--- src/rtl/spi_byte_sequencer.sv ---
// spi_byte_sequencer
//   Drives the SPI wrapper's 8-bit processor bus so that the SB_SPI hard IP
//   runs as an SPI master without a soft CPU. After reset it writes
//   CR1/CR2/BR. It then performs one full-duplex byte for each accepted
//   request. Chip select is held across a frame until a byte tagged last
//   has been transferred.
//
//   Request handshake: a request is taken on any clock where
//   req_valid && req_ready. req_ready is high only in IDLE. req_valid is
//   ignored in every other state. Each accepted byte produces exactly one
//   rsp_valid pulse, carrying the MISO byte in rsp_data. The only exception
//   is a byte aborted by a timeout, which produces no response.
//
// Ports
//   clk, rst                 clock, synchronous active-high reset
//   req_valid/ready/data/last   byte request channel
//   rsp_valid, rsp_data      one-cycle response pulse with received byte
//   busy                     high whenever the sequencer is not in IDLE
//   err                      sticky timeout flag, cleared only by rst
//   bus_cs/we/addr/din       wrapper bus request, held until bus_rdy
//   bus_dout, bus_rdy        wrapper read data and access-complete strobe
module spi_byte_sequencer #(
  parameter logic [7:0]  CR1_VAL = 8'h80,
  parameter logic [7:0]  CR2_VAL = 8'hC0,
  parameter logic [7:0]  BR_VAL  = 8'h05,
  parameter logic [7:0]  CSR_ON  = 8'h01,
  parameter logic [7:0]  CSR_OFF = 8'h00,
  parameter logic [15:0] TIMEOUT = 16'd1023
) (
  input  logic       clk,
  input  logic       rst,
  input  logic       req_valid,
  output logic       req_ready,
  input  logic [7:0] req_data,
  input  logic       req_last,
  output logic       rsp_valid,
  output logic [7:0] rsp_data,
  output logic       busy,
  output logic       err,
  output logic       bus_cs,
  output logic       bus_we,
  output logic [7:0] bus_addr,
  output logic [7:0] bus_din,
  input  logic [7:0] bus_dout,
  input  logic       bus_rdy
);

  localparam logic [7:0] ADDR_CR1  = 8'h09;
  localparam logic [7:0] ADDR_CR2  = 8'h0A;
  localparam logic [7:0] ADDR_BR   = 8'h0B;
  localparam logic [7:0] ADDR_SR   = 8'h0C;
  localparam logic [7:0] ADDR_TXDR = 8'h0D;
  localparam logic [7:0] ADDR_RXDR = 8'h0E;
  localparam logic [7:0] ADDR_CSR  = 8'h0F;

  typedef enum logic [3:0] {
    INIT_CR1, INIT_CR2, INIT_BR, IDLE, CS_ON, POLL_TRDY,
    TX, POLL_RRDY, RX, POLL_TIP, CS_OFF
  } state_t;

  state_t      state, state_next;
  logic [7:0]  data_q;
  logic        last_q;
  logic        cs_held;
  logic [15:0] tcnt;

  logic        acc_we;
  logic [7:0]  acc_addr;
  logic [7:0]  acc_din;
  logic        done;
  logic        timeout;

  assign done = bus_cs & bus_rdy;
  // A completing access wins over a timeout that expires in the same cycle.
  assign timeout = (state != IDLE) && (tcnt >= TIMEOUT) && !done;

  always_comb begin
    state_next = state;
    acc_we     = 1'b0;
    acc_addr   = 8'h00;
    acc_din    = 8'h00;
    req_ready  = 1'b0;
    busy       = 1'b1;
    case (state)
      INIT_CR1: begin
        acc_we = 1'b1; acc_addr = ADDR_CR1; acc_din = CR1_VAL;
        if (done) state_next = INIT_CR2;
      end
      INIT_CR2: begin
        acc_we = 1'b1; acc_addr = ADDR_CR2; acc_din = CR2_VAL;
        if (done) state_next = INIT_BR;
      end
      INIT_BR: begin
        acc_we = 1'b1; acc_addr = ADDR_BR; acc_din = BR_VAL;
        if (done) state_next = IDLE;
      end
      IDLE: begin
        req_ready = 1'b1;
        busy      = 1'b0;
        if (req_valid) state_next = cs_held ? POLL_TRDY : CS_ON;
      end
      CS_ON: begin
        acc_we = 1'b1; acc_addr = ADDR_CSR; acc_din = CSR_ON;
        if (done) state_next = POLL_TRDY;
      end
      POLL_TRDY: begin
        acc_addr = ADDR_SR;
        if (done && bus_dout[4]) state_next = TX;
      end
      TX: begin
        acc_we = 1'b1; acc_addr = ADDR_TXDR; acc_din = data_q;
        if (done) state_next = POLL_RRDY;
      end
      POLL_RRDY: begin
        acc_addr = ADDR_SR;
        if (done && bus_dout[3]) state_next = RX;
      end
      RX: begin
        acc_addr = ADDR_RXDR;
        if (done) state_next = last_q ? POLL_TIP : IDLE;
      end
      POLL_TIP: begin
        acc_addr = ADDR_SR;
        if (done && !bus_dout[7]) state_next = CS_OFF;
      end
      CS_OFF: begin
        acc_we = 1'b1; acc_addr = ADDR_CSR; acc_din = CSR_OFF;
        if (done) state_next = IDLE;
      end
      default: state_next = INIT_CR1;
    endcase
    // A stuck access tears the frame down. If the teardown write itself
    // stalls, give up and go straight back to IDLE.
    if (timeout) state_next = (state == CS_OFF) ? IDLE : CS_OFF;
  end

  always_ff @(posedge clk) begin
    if (rst) state <= INIT_CR1;
    else     state <= state_next;
  end

  always_ff @(posedge clk) begin
    if (rst) begin
      rsp_valid <= 1'b0;
      rsp_data  <= 8'h00;
      err       <= 1'b0;
      bus_cs    <= 1'b0;
      bus_we    <= 1'b0;
      bus_addr  <= 8'h00;
      bus_din   <= 8'h00;
      data_q    <= 8'h00;
      last_q    <= 1'b0;
      cs_held   <= 1'b0;
      tcnt      <= 16'd0;
    end else begin
      rsp_valid <= (state == RX) && done;
      if ((state == RX) && done) rsp_data <= bus_dout;

      if ((state == IDLE) && req_valid) begin
        data_q <= req_data;
        last_q <= req_last;
      end

      // An access ends on bus_rdy or on a timeout. A new access only launches
      // from a cycle with bus_cs low, which guarantees one idle cycle between
      // accesses. Polls relaunch the same read after that idle cycle.
      if (done || timeout) begin
        bus_cs <= 1'b0;
      end else if ((state != IDLE) && !bus_cs && (state_next == state)) begin
        bus_cs   <= 1'b1;
        bus_we   <= acc_we;
        bus_addr <= acc_addr;
        bus_din  <= acc_din;
      end

      if ((state == CS_ON) && done) cs_held <= 1'b1;
      if ((state == CS_OFF) && (done || timeout)) cs_held <= 1'b0;

      if (timeout) err <= 1'b1;

      if ((state_next != state) || done) tcnt <= 16'd0;
      else if (tcnt != 16'hFFFF)         tcnt <= tcnt + 16'd1;
    end
  end

endmodule

--- config.mk ---
export PLATFORM = sky130hd
export DESIGN_NAME = spi_byte_sequencer
export DESIGN_NICKNAME = d
export VERILOG_FILES = /design/src/rtl/spi_byte_sequencer.sv
export SDC_FILE = /design/constraint.sdc
export NUM_CORES = 1
export LEC_CHECK = 0
export CORE_MARGIN = 2
export CORE_UTILIZATION = 45
export CTS_BUF_LIST = sky130_fd_sc_hd__clkbuf_8
export DETAILED_ROUTE_END_ITERATION = 10
export GPL_TIMING_DRIVEN = 0
export HOLD_SLACK_MARGIN = 0.15
export PLACE_DENSITY = 0.71
export SYNTH_ARGS = -nofsm -noshare
export SYNTH_HDL_FRONTEND = slang
export SYNTH_SLANG_ARGS = --single-unit
--- constraint.sdc ---
create_clock -name clk -period 2.2 [get_ports clk]
set_clock_uncertainty 0.15 [all_clocks]
set_input_delay 0.44 -clock clk [delete_from_list [all_inputs] [get_ports clk]]
set_output_delay 0.44 -clock clk [all_outputs]
set_load 0.05 [all_outputs]
# --- Word-level counts from Yosys, hierarchy flattened ---
# Index checks and enable logic that the tools add are counted.
classes:
  n_lt_le_gt_ge: 1
  n_mux: 20
  add_sub_neg: 1
  eq_ne: 14
  bitwise_logic: 2
  reduce_logical: 25
ops:
  columns: ["op", "count"]
  rows:
  - ["4-bit 2-to-1 mux", 13]
  - ["4-bit one-hot mux with 10 select lines", 1]
  - ["8-bit one-hot mux with 5 select lines", 1]
  - ["4-bit one-hot mux with 7 select lines", 1]
  - ["16-bit by 1-bit adder with 16-bit output (second input constant)", 1]
  - ["4-bit by 3-bit equality test with 1-bit output (second input constant)", 4]
  - ["16-bit by 10-bit greater-or-equal comparator with 1-bit output (second input constant)", 1]
  - ["16-bit inequality test (second input constant)", 1]
  - ["4-bit equality test (second input constant)", 3]
  - ["1-bit logical AND", 11]
  - ["2-bit OR reduction", 5]
  - ["4-bit by 2-bit equality test with 1-bit output (second input constant)", 2]
  - ["6-bit OR reduction", 1]
  - ["4-bit by 1-bit equality test with 1-bit output (second input constant)", 1]
  - ["4-bit equality test", 1]
  - ["4-bit zero test", 1]
  - ["1-bit 2-to-1 mux", 4]
  - ["4-bit by 2-bit inequality test with 1-bit output (second input constant)", 1]
  - ["4-bit inequality test", 1]
  - ["1-bit zero test", 3]
  - ["3-bit OR reduction", 1]
  - ["1-bit logical OR", 2]
  - ["2-bit AND reduction", 1]
  - ["1-bit bitwise AND", 1]
  - ["1-bit NOT", 1]
word_totals:
  out_inout_bits: 30
  in_bits: 21
  regBits: 58
  elab_cells: 75

# --- Depth between registers and ports, before layout ---
# Gate-level depths: netlist of run 1.
logic_depth:
  word_depth: 8
  mapped_depth: 9
  ltp_nobuf: 7

# --- Least setup slack after synthesis of run 1 ---
# Ideal clock, no wire load.
synth_timing:
  path_type: "register to register"
  start: "register bus_cs"
  end: "register tcnt[10]"
  n_path_buf: 2
  synth_period_minus_slack_ps: 2409
  t_arrival_ps: 2135
  setup_ps: 123
  stages_incl_launch_ff: 9
  t_required_ps: 1927
  setup_slack_ps: -209
  cell_sequence: "dfxtp_1 -> and2_1 -> buf_4 -> a21oi_1 -> nor4_2 -> nor2_1 -> o21ai_2 -> buf_2 -> nor4_2"
synth_between:
  elab_chain_cells: 8
  elab_cells_between_ends: 20
  cone_classes: "eq/ne: 1; mux: 11; bitwise: 1; reduce/logical: 7"
synth_lines:
  columns: ["element", "line", "source"]
  rows:
  - ["from (decl)", "40", "output logic bus_cs,"]
  - ["from (signal assigned)", "147", "bus_cs <= 1'b0;"]
  - ["from (signal assigned)", "168", "bus_cs <= 1'b0;"]
  - ["from (signal assigned)", "170", "bus_cs <= 1'b1;"]
  - ["1-bit bitwise AND *", "73", "assign done = bus_cs & bus_rdy;"]
  - ["1-bit logical AND, on equally long branches", "124, 108, 116", null]
  - ["4-bit 2-to-1 mux, on equally long branches", "124, 108, 116", null]
  - ["4-bit one-hot mux with 10 select lines", "84", "case (state)"]
  - ["4-bit 2-to-1 mux", "134", "if (timeout) state_next = (state == CS_OFF) ? IDLE : CS_OFF;"]
  - ["4-bit inequality test", "181", "if ((state_next != state) || done) tcnt <= 16'd0;"]
  - ["1-bit logical OR *", "181", null]
  - ["2-bit OR reduction (no line) *", null, null]
  - ["to (signal assigned)", "182", "else if (tcnt != 16'hFFFF) tcnt <= tcnt + 16'd1;"]
  - ["to (decl)", "65", "logic [15:0] tcnt;"]
# Mark *: on every way between the ends. The rest lies on a longest branch, timed or not.
# A chain may end at the register's enable or synchronous reset.

# --- Worst setup path in the final report of run 1 ---
layout_timing:
  start: "input bus_rdy"
  end: "register tcnt[1]"
layout_between:
  elab_chain_cells: 8
  elab_cells_between_ends: 20
  cone_classes: "eq/ne: 1; mux: 11; bitwise: 1; reduce/logical: 7"
layout_lines:
  columns: ["element", "line", "source"]
  rows:
  - ["from (decl)", "45", "input logic bus_rdy"]
  - ["1-bit bitwise AND *", "73", null]
  - ["1-bit logical AND, on equally long branches", "124, 108, 116", null]
  - ["4-bit 2-to-1 mux, on equally long branches", "124, 108, 116", null]
  - ["4-bit one-hot mux with 10 select lines", "84", null]
  - ["4-bit 2-to-1 mux", "134", null]
  - ["4-bit inequality test", "181", null]
  - ["1-bit logical OR *", "181", null]
  - ["2-bit OR reduction (no line) *", null, null]
# Marks and branches as above.

==> results of run 1 <==
## layout make-up
type	count	area share [%]
buffer	26	4.67
clock buffer	5	1.73
clock inverter	3	0.536
inverter	5	0.536
multi-input combinational	245	45.6
sequential	54	27.8
tap	75	2.37
timing repair buffer	70	16.7
## power breakdown
group	internal [uW]	switching (uW)	leakage [uW]
sequential	997	17.4	0.000443
combinational	158	222	0.00104
clock	227	347	0.0000499
## timing repair
| item | CTS | global route |
|---|---|---|
| gates cloned | 2 | 1 |
| pin swaps | 10 | 4 |
| setup buffers | 19 | 2 |
| setup endpoints to repair | 32 | 39 |
| gates resized for setup | 45 | 26 |
## synthesized netlist by cell type (all sizes together) (2+ instances only)
cell type / n
dfxtp: 54
nor2: 37
nand3: 31
nand2: 23
a21oi: 20
nor4: 19
buf: 16
mux2i: 14
o21ai: 13
nand2b: 12
clkbuf: 11
nor3: 9
nor2b: 8
xor2: 6
and3: 5
inv: 5
a211oi: 4
a31oi: 3
and2: 3
nand4: 3
nor3b: 3
o211ai: 3
o22ai: 3
o31ai: 3
xnor2: 3
a22oi: 2
## critical path, stage by stage
cell           delay (ps)
dlygate4sd2_1         280
and2_4                190
buf_4                 180
o22ai_1               180
nand2_1               120
o311ai_4               90
mux2_4                400
buf_4                 180
nor4_2                280
## kinds of logic (layout without fill, tap and decap cells)
family,count (synthesis),in the layout
and+or+nand+nor,159,159
AOI/OAI and AO/OA,57,57
DFF,54,54
buffers and inverters,32,109
muxes,15,15
xor gates and xnor gates,9,9
adders and majority gates,1,1
other,1,4
## metrics by stage
stage               instance area (um^2)  utilization, %  setup TNS [ps]  instances
floorplan                           2890               -               0        331
global placement                    3450            57.2          -20090        452
detailed placement                  3450            57.2          -20110        452
CTS                                 3830            63.6           -30.5        481
global route                        3970            65.8           -2240        483
finish                              3970            65.8            -257        483
## how the worst max path moves through the flow
stage,cells after the start,to,startpoint
2_1_floorplan,8,tcnt[10],tcnt[0]
3_3_place_gp,9,tcnt[12],bus_rdy
3_5_place_dp,9,tcnt[7],bus_rdy
4_1_cts,7,bus_din[6],tcnt[13]
5_1_grt,7,tcnt[4],tcnt[13]
6_report,9,tcnt[1],bus_rdy
## routing by layer
metal / vias up / GRT usage [%]
li1: 1329 / -
met1: 1334 / 29.4
met2: 105 / 35.3
met3: 12 / 4.95
met4: 0 / 6.01
met5: - / 0
## sequential cells by signal, indices dropped and copies added, names as in the netlist, 4 cells and up
signal	count
bus_addr	4
bus_din	8
data_q	8
rsp_data	8
state	4
tcnt	16
==> flow_summary.toml, run 1 <==
[routing]
met3WireLength_um = 476
drt_iter0_drc = 234
routed-wl-met2_um = 3830
drc_errors = 0
wirelength_um = 8010
num_vias = 2780
wl_per_cell_um = 16.6
final_antenna_net_count = 0
wl_met1_um = 3630
drtPass1Iterations = 4
dr.max_layer_used = "met4"
vias_per_cell = 5.76

[floorplan]
core_area_um2 = 6030
design.die.area_um2 = 6970
rows = 28
boundaryPins = 51
die_width_um = 83.5
dieHeight_um = 83.5
start_util_pct = 47.2

[placed_design]
gp_congestion = 0.923
dp_slack_ps = -634
io_buffers = 46
hpwlAfterDp_um = 5130

[timing]
hold_viol = 0
rsz0062_at_grt = "true"
max_slew_margin_pct = 60.0
slew_violations = 0
min_period_ps = 2290
tightest_slew_ps = 599
holdWs_ps = 313
setup_viol = 13
finalCritPeriodShare_pct = 104
fmax_mhz = 437
fin_ws_ps = -90.0

[hold_path]
hold_end = "data_q[7]"
hp-start = "data_q[7]"
hold_depth = 2
hold_class = "flop to flop"

[worst_setup_path]
r2r_end = "tcnt[1]"
cp-end-kind = "flop"
arrival_ps = 2350
cp_max_fo = 10
critPathLaunchType = "primary input"
regToRegSetupSlack_ps = -90
r2r_start = "tcnt[13]"
crit_type = "primary input to flop"
r2r_cells = 7
cp.required_ps = 2260

[global_routing]
grt-ovfl-total = 0
grt_pass1_vias = 2629
grt_max_degree = 18
grt.total_usage_pct = 21.8
antenna_found_initial = 0
grt_pass1_wl_um = 12700

[layout]
final_cell_mix = "dfxtp_1 (44), clkdlybuf4s50_1 (41), nor2_1 (35)"
syn2layout_area_growth_pct = 39.5
nNetsFinal = 429
antenna_cells = 0
fill_cells = 505
layout-drive-gt1-share_pct = 26.7
seq_area_um2 = 1100
final_common_cell = "dfxtp_1"
multi_input_area_um2 = 1810

[yosys]
yosys_warnings = 0
ys_ff_latch = 54
netlist_area_um2 = 2840
syn_inst = 328
synth.area.top_cells = "dfxtp_1 (38%), nand3_1 (5.5%), nor4_2 (5.3%), nor2_1 (4.9%), mux2i_1 (4.6%)"
synth_xor_area_share_pct = 2.77
yosysSeqAreaShare_pct = 38.0
synthMuxAreaShare_pct = 5.90
synth_top_family_by_area = "simple AND/OR/NAND/NOR gates"
synth_flop_cell = "dfxtp_1"
synth_edf_count = 0
synth_adder_area_share_pct = 0.440
yosys.area_share.simple_pct = 33.1
async_flop_share_pct = 0
synth_top_area_share_pct = 38.0
ys_types = 57
synth_largest_area_cell = "dfxtp_1"
synth_compound_area_share_pct = 13.3
syn_area_per_cell_um2 = 8.67

[clock_tree]
numCtsBuffers = 5
holdBufCountCts = 0
clk_pin_slew_worst_paths_ps = 100
cts_buffer_depth = 2
ctsRootBufferMaster = "clkbuf_8"
clock_insertion_delay_worst_skew_ps = 310
htreeDepth = 2
cts_tree = "done"
clock_sinks = 54

[flow_run]
max_cap_violations = 0

[pwr]
power_density_nw_per_um2 = 496
vdd_drop_max_v = 0.000385
p_leak_uw = 0.00153
design_power_total_uw = 1970

[run_status]
outcome = "finished, violations left"
violations = "setup timing"
(Power assumes the default switching activity.)
==> run 2: changes to the inputs <==
--- a/config.mk
+++ b/config.mk
@@ -5,13 +5,14 @@
 export SDC_FILE = /design/constraint.sdc
 export NUM_CORES = 1
 export LEC_CHECK = 0
-export CORE_MARGIN = 2
+export CORE_MARGIN = 1.5
 export CORE_UTILIZATION = 45
 export CTS_BUF_LIST = sky130_fd_sc_hd__clkbuf_8
 export DETAILED_ROUTE_END_ITERATION = 10
 export GPL_TIMING_DRIVEN = 0
 export HOLD_SLACK_MARGIN = 0.15
 export PLACE_DENSITY = 0.71
+export SKIP_LAST_GASP = 1
 export SYNTH_ARGS = -nofsm -noshare
 export SYNTH_HDL_FRONTEND = slang
 export SYNTH_SLANG_ARGS = --single-unit
==> run 2 against run 1 <==
The flow still finishes with violations (setup timing). Register-to-register slack improved by 60 ps. Power up 7.5%. Core utilization fell by 2.1 points. Critical path depth decreased by 3. Fmax rose by 1.8%. Setup slack gained 39 ps. Clock power grew 29%.
==> flow_summary.toml, run 2 (synthesized netlist as in run 1, its figures left out) <==
[run_status]
outcome = "finished, violations left"
violations = "setup timing"

[worst_setup_path]
crit_type = "flop to output pin"
cp-end-kind = "output pin"
cp.required_ps = 1610
regToRegSetupSlack_ps = -30
r2r_start = "tcnt[13]"
r2r_cells = 8
critPathLaunchType = "flop"
r2r_end = "tcnt[6]"
arrival_ps = 1660
cp_max_fo = 10

[placed_design]
gp_congestion = 0.881
hpwlAfterDp_um = 5180
place_area_um2 = 3450
io_buffers = 46

[routing]
drtPass1Iterations = 5
wl_per_cell_um = 15.7
vias_per_cell = 5.49
final_antenna_net_count = 0
drt_iter0_drc = 229
wirelength_um = 7570
num_vias = 2643
drc_errors = 0

[timing]
hold_viol = 0
min_period_ps = 2250
fmax_mhz = 444
setup_viol = 18
tns_ps = -559
finalCritPeriodShare_pct = 102
fin_ws_ps = -50.6
tightest_slew_ps = 590
rsz0062_at_grt = "true"
slew_violations = 0
max_slew_margin_pct = 60.5

[layout]
antenna_cells = 0
fin_area_um2 = 3840
final_common_cell = "dfxtp_1"
largest_reg_flops = 16
nNetsFinal = 427
final_cell_mix = "dfxtp_1 (46), clkdlybuf4s50_1 (41), nor2_1 (36)"
top_register = "tcnt"
syn2layout_area_growth_pct = 35.2
layout-drive-gt1-share_pct = 24.1

[floorplan]
dieHeight_um = 82.5
boundaryPins = 51
die_width_um = 82.5
design.die.area_um2 = 6810
core_area_um2 = 6030
rows = 28
start_util_pct = 47.2

[hold_path]
hp-start = "data_q[0]"
hold_depth = 2
hold_class = "flop to flop"
hold_end = "data_q[0]"

[flow_run]
max_cap_violations = 0

[clock_tree]
numCtsBuffers = 5
clock_insertion_delay_worst_skew_ps = 320
cts_tree = "done"
cts_buffer_depth = 2
clk_pin_slew_worst_paths_ps = 110
clock_sinks = 54
ctsRootBufferMaster = "clkbuf_8"
htreeDepth = 2
holdBufCountCts = 0

[global_routing]
use_met3_pct = 4.84
grt_pass1_vias = 2431
grt_use_met2_pct = 38.0
grt.total_usage_pct = 23.4
antenna_found_initial = 0
met1_usage_pct = 32.0
grt_pass1_wl_um = 12100
grt_max_degree = 18
grt-ovfl-total = 0
grt_busiest_layer = "met2"

[pwr]
power_density_nw_per_um2 = 551
p_leak_uw = 0.00147
vdd_drop_max_v = 0.000383
[run 2: cell types whose count changed in the layout (fill, tap and decap cells not counted), moves of 2 or more]
cell / delta
o21ai_4: -3
dfxtp_4: -3
dfxtp_1: +2
o21ai_2: +2
nor4_4: -3
nor4_2: +2
[run 2: report_power, final]
part           internal, uW  switching [uW]
logic                   155             206
clock network           375             362
registers              1000            17.3
[run 2: critical path, stage by stage (launching register included)]
cell	delay [ps]
dfxtp_1	340
buf_6	140
and2_4	200
nand2_8	80
inv_4	80
clkbuf_2	220
clkbuf_4	280
[run 2: what timing repair did]
| action | 4_1_cts | 5_1_grt |
|---|---|---|
| gates resized for setup | 23 | 18 |
| endpoints found under the setup margin | 35 | 40 |
| setup buffers | 18 | 3 |
| pin swaps | 5 | 12 |
| gates cloned | 1 | 0 |
[run 2: area by class of cell]
| cell class | instances | area [um^2] |
|---|---|---|
| Clock inverter | 2 | 38.8 |
| Tap cell | 75 | 93.8 |
| Multi-Input combinational cell | 245 | 1710 |
| Clock buffer | 6 | 82.6 |
| Fill cell | 515 | 2180 |
| Buffer | 26 | 169 |
| Inverter | 5 | 21.3 |
| Timing Repair Buffer | 68 | 633 |
| Sequential cell | 54 | 1090 |
[run 2: worst max-delay path by stage]
stage	cells past startpoint	from	slack, ps	end
finish	6	state[0]	-50	req_ready
global route	7	tcnt[13]	-150	bus_din[6]
CTS	6	state[0]	-160	req_ready
detailed placement	9	bus_rdy	-660	tcnt[6]
global placement	9	bus_rdy	-620	tcnt[12]
floorplan	8	tcnt[0]	2	tcnt[10]
[run 2: through the flow]
step	setup slack, ps	total power [uW]	util (%)	std cells	hold slack, ps
final	-50.6	2120	63.8	481	311
after floorplan	2.20	1250	-	331	286
after detailed placement	-658	1360	57.2	452	298
after CTS	-163	2110	62.4	479	313
after global routing	-151	2190	63.8	481	328
after global placement	-617	1350	57.2	452	295
[run 2: metal layers]
layer  up-vias  wire (um)
met4         0         60
met5         -          0
met3         6        355
li1       1313          -
met2        61       3610
met1      1263       3540
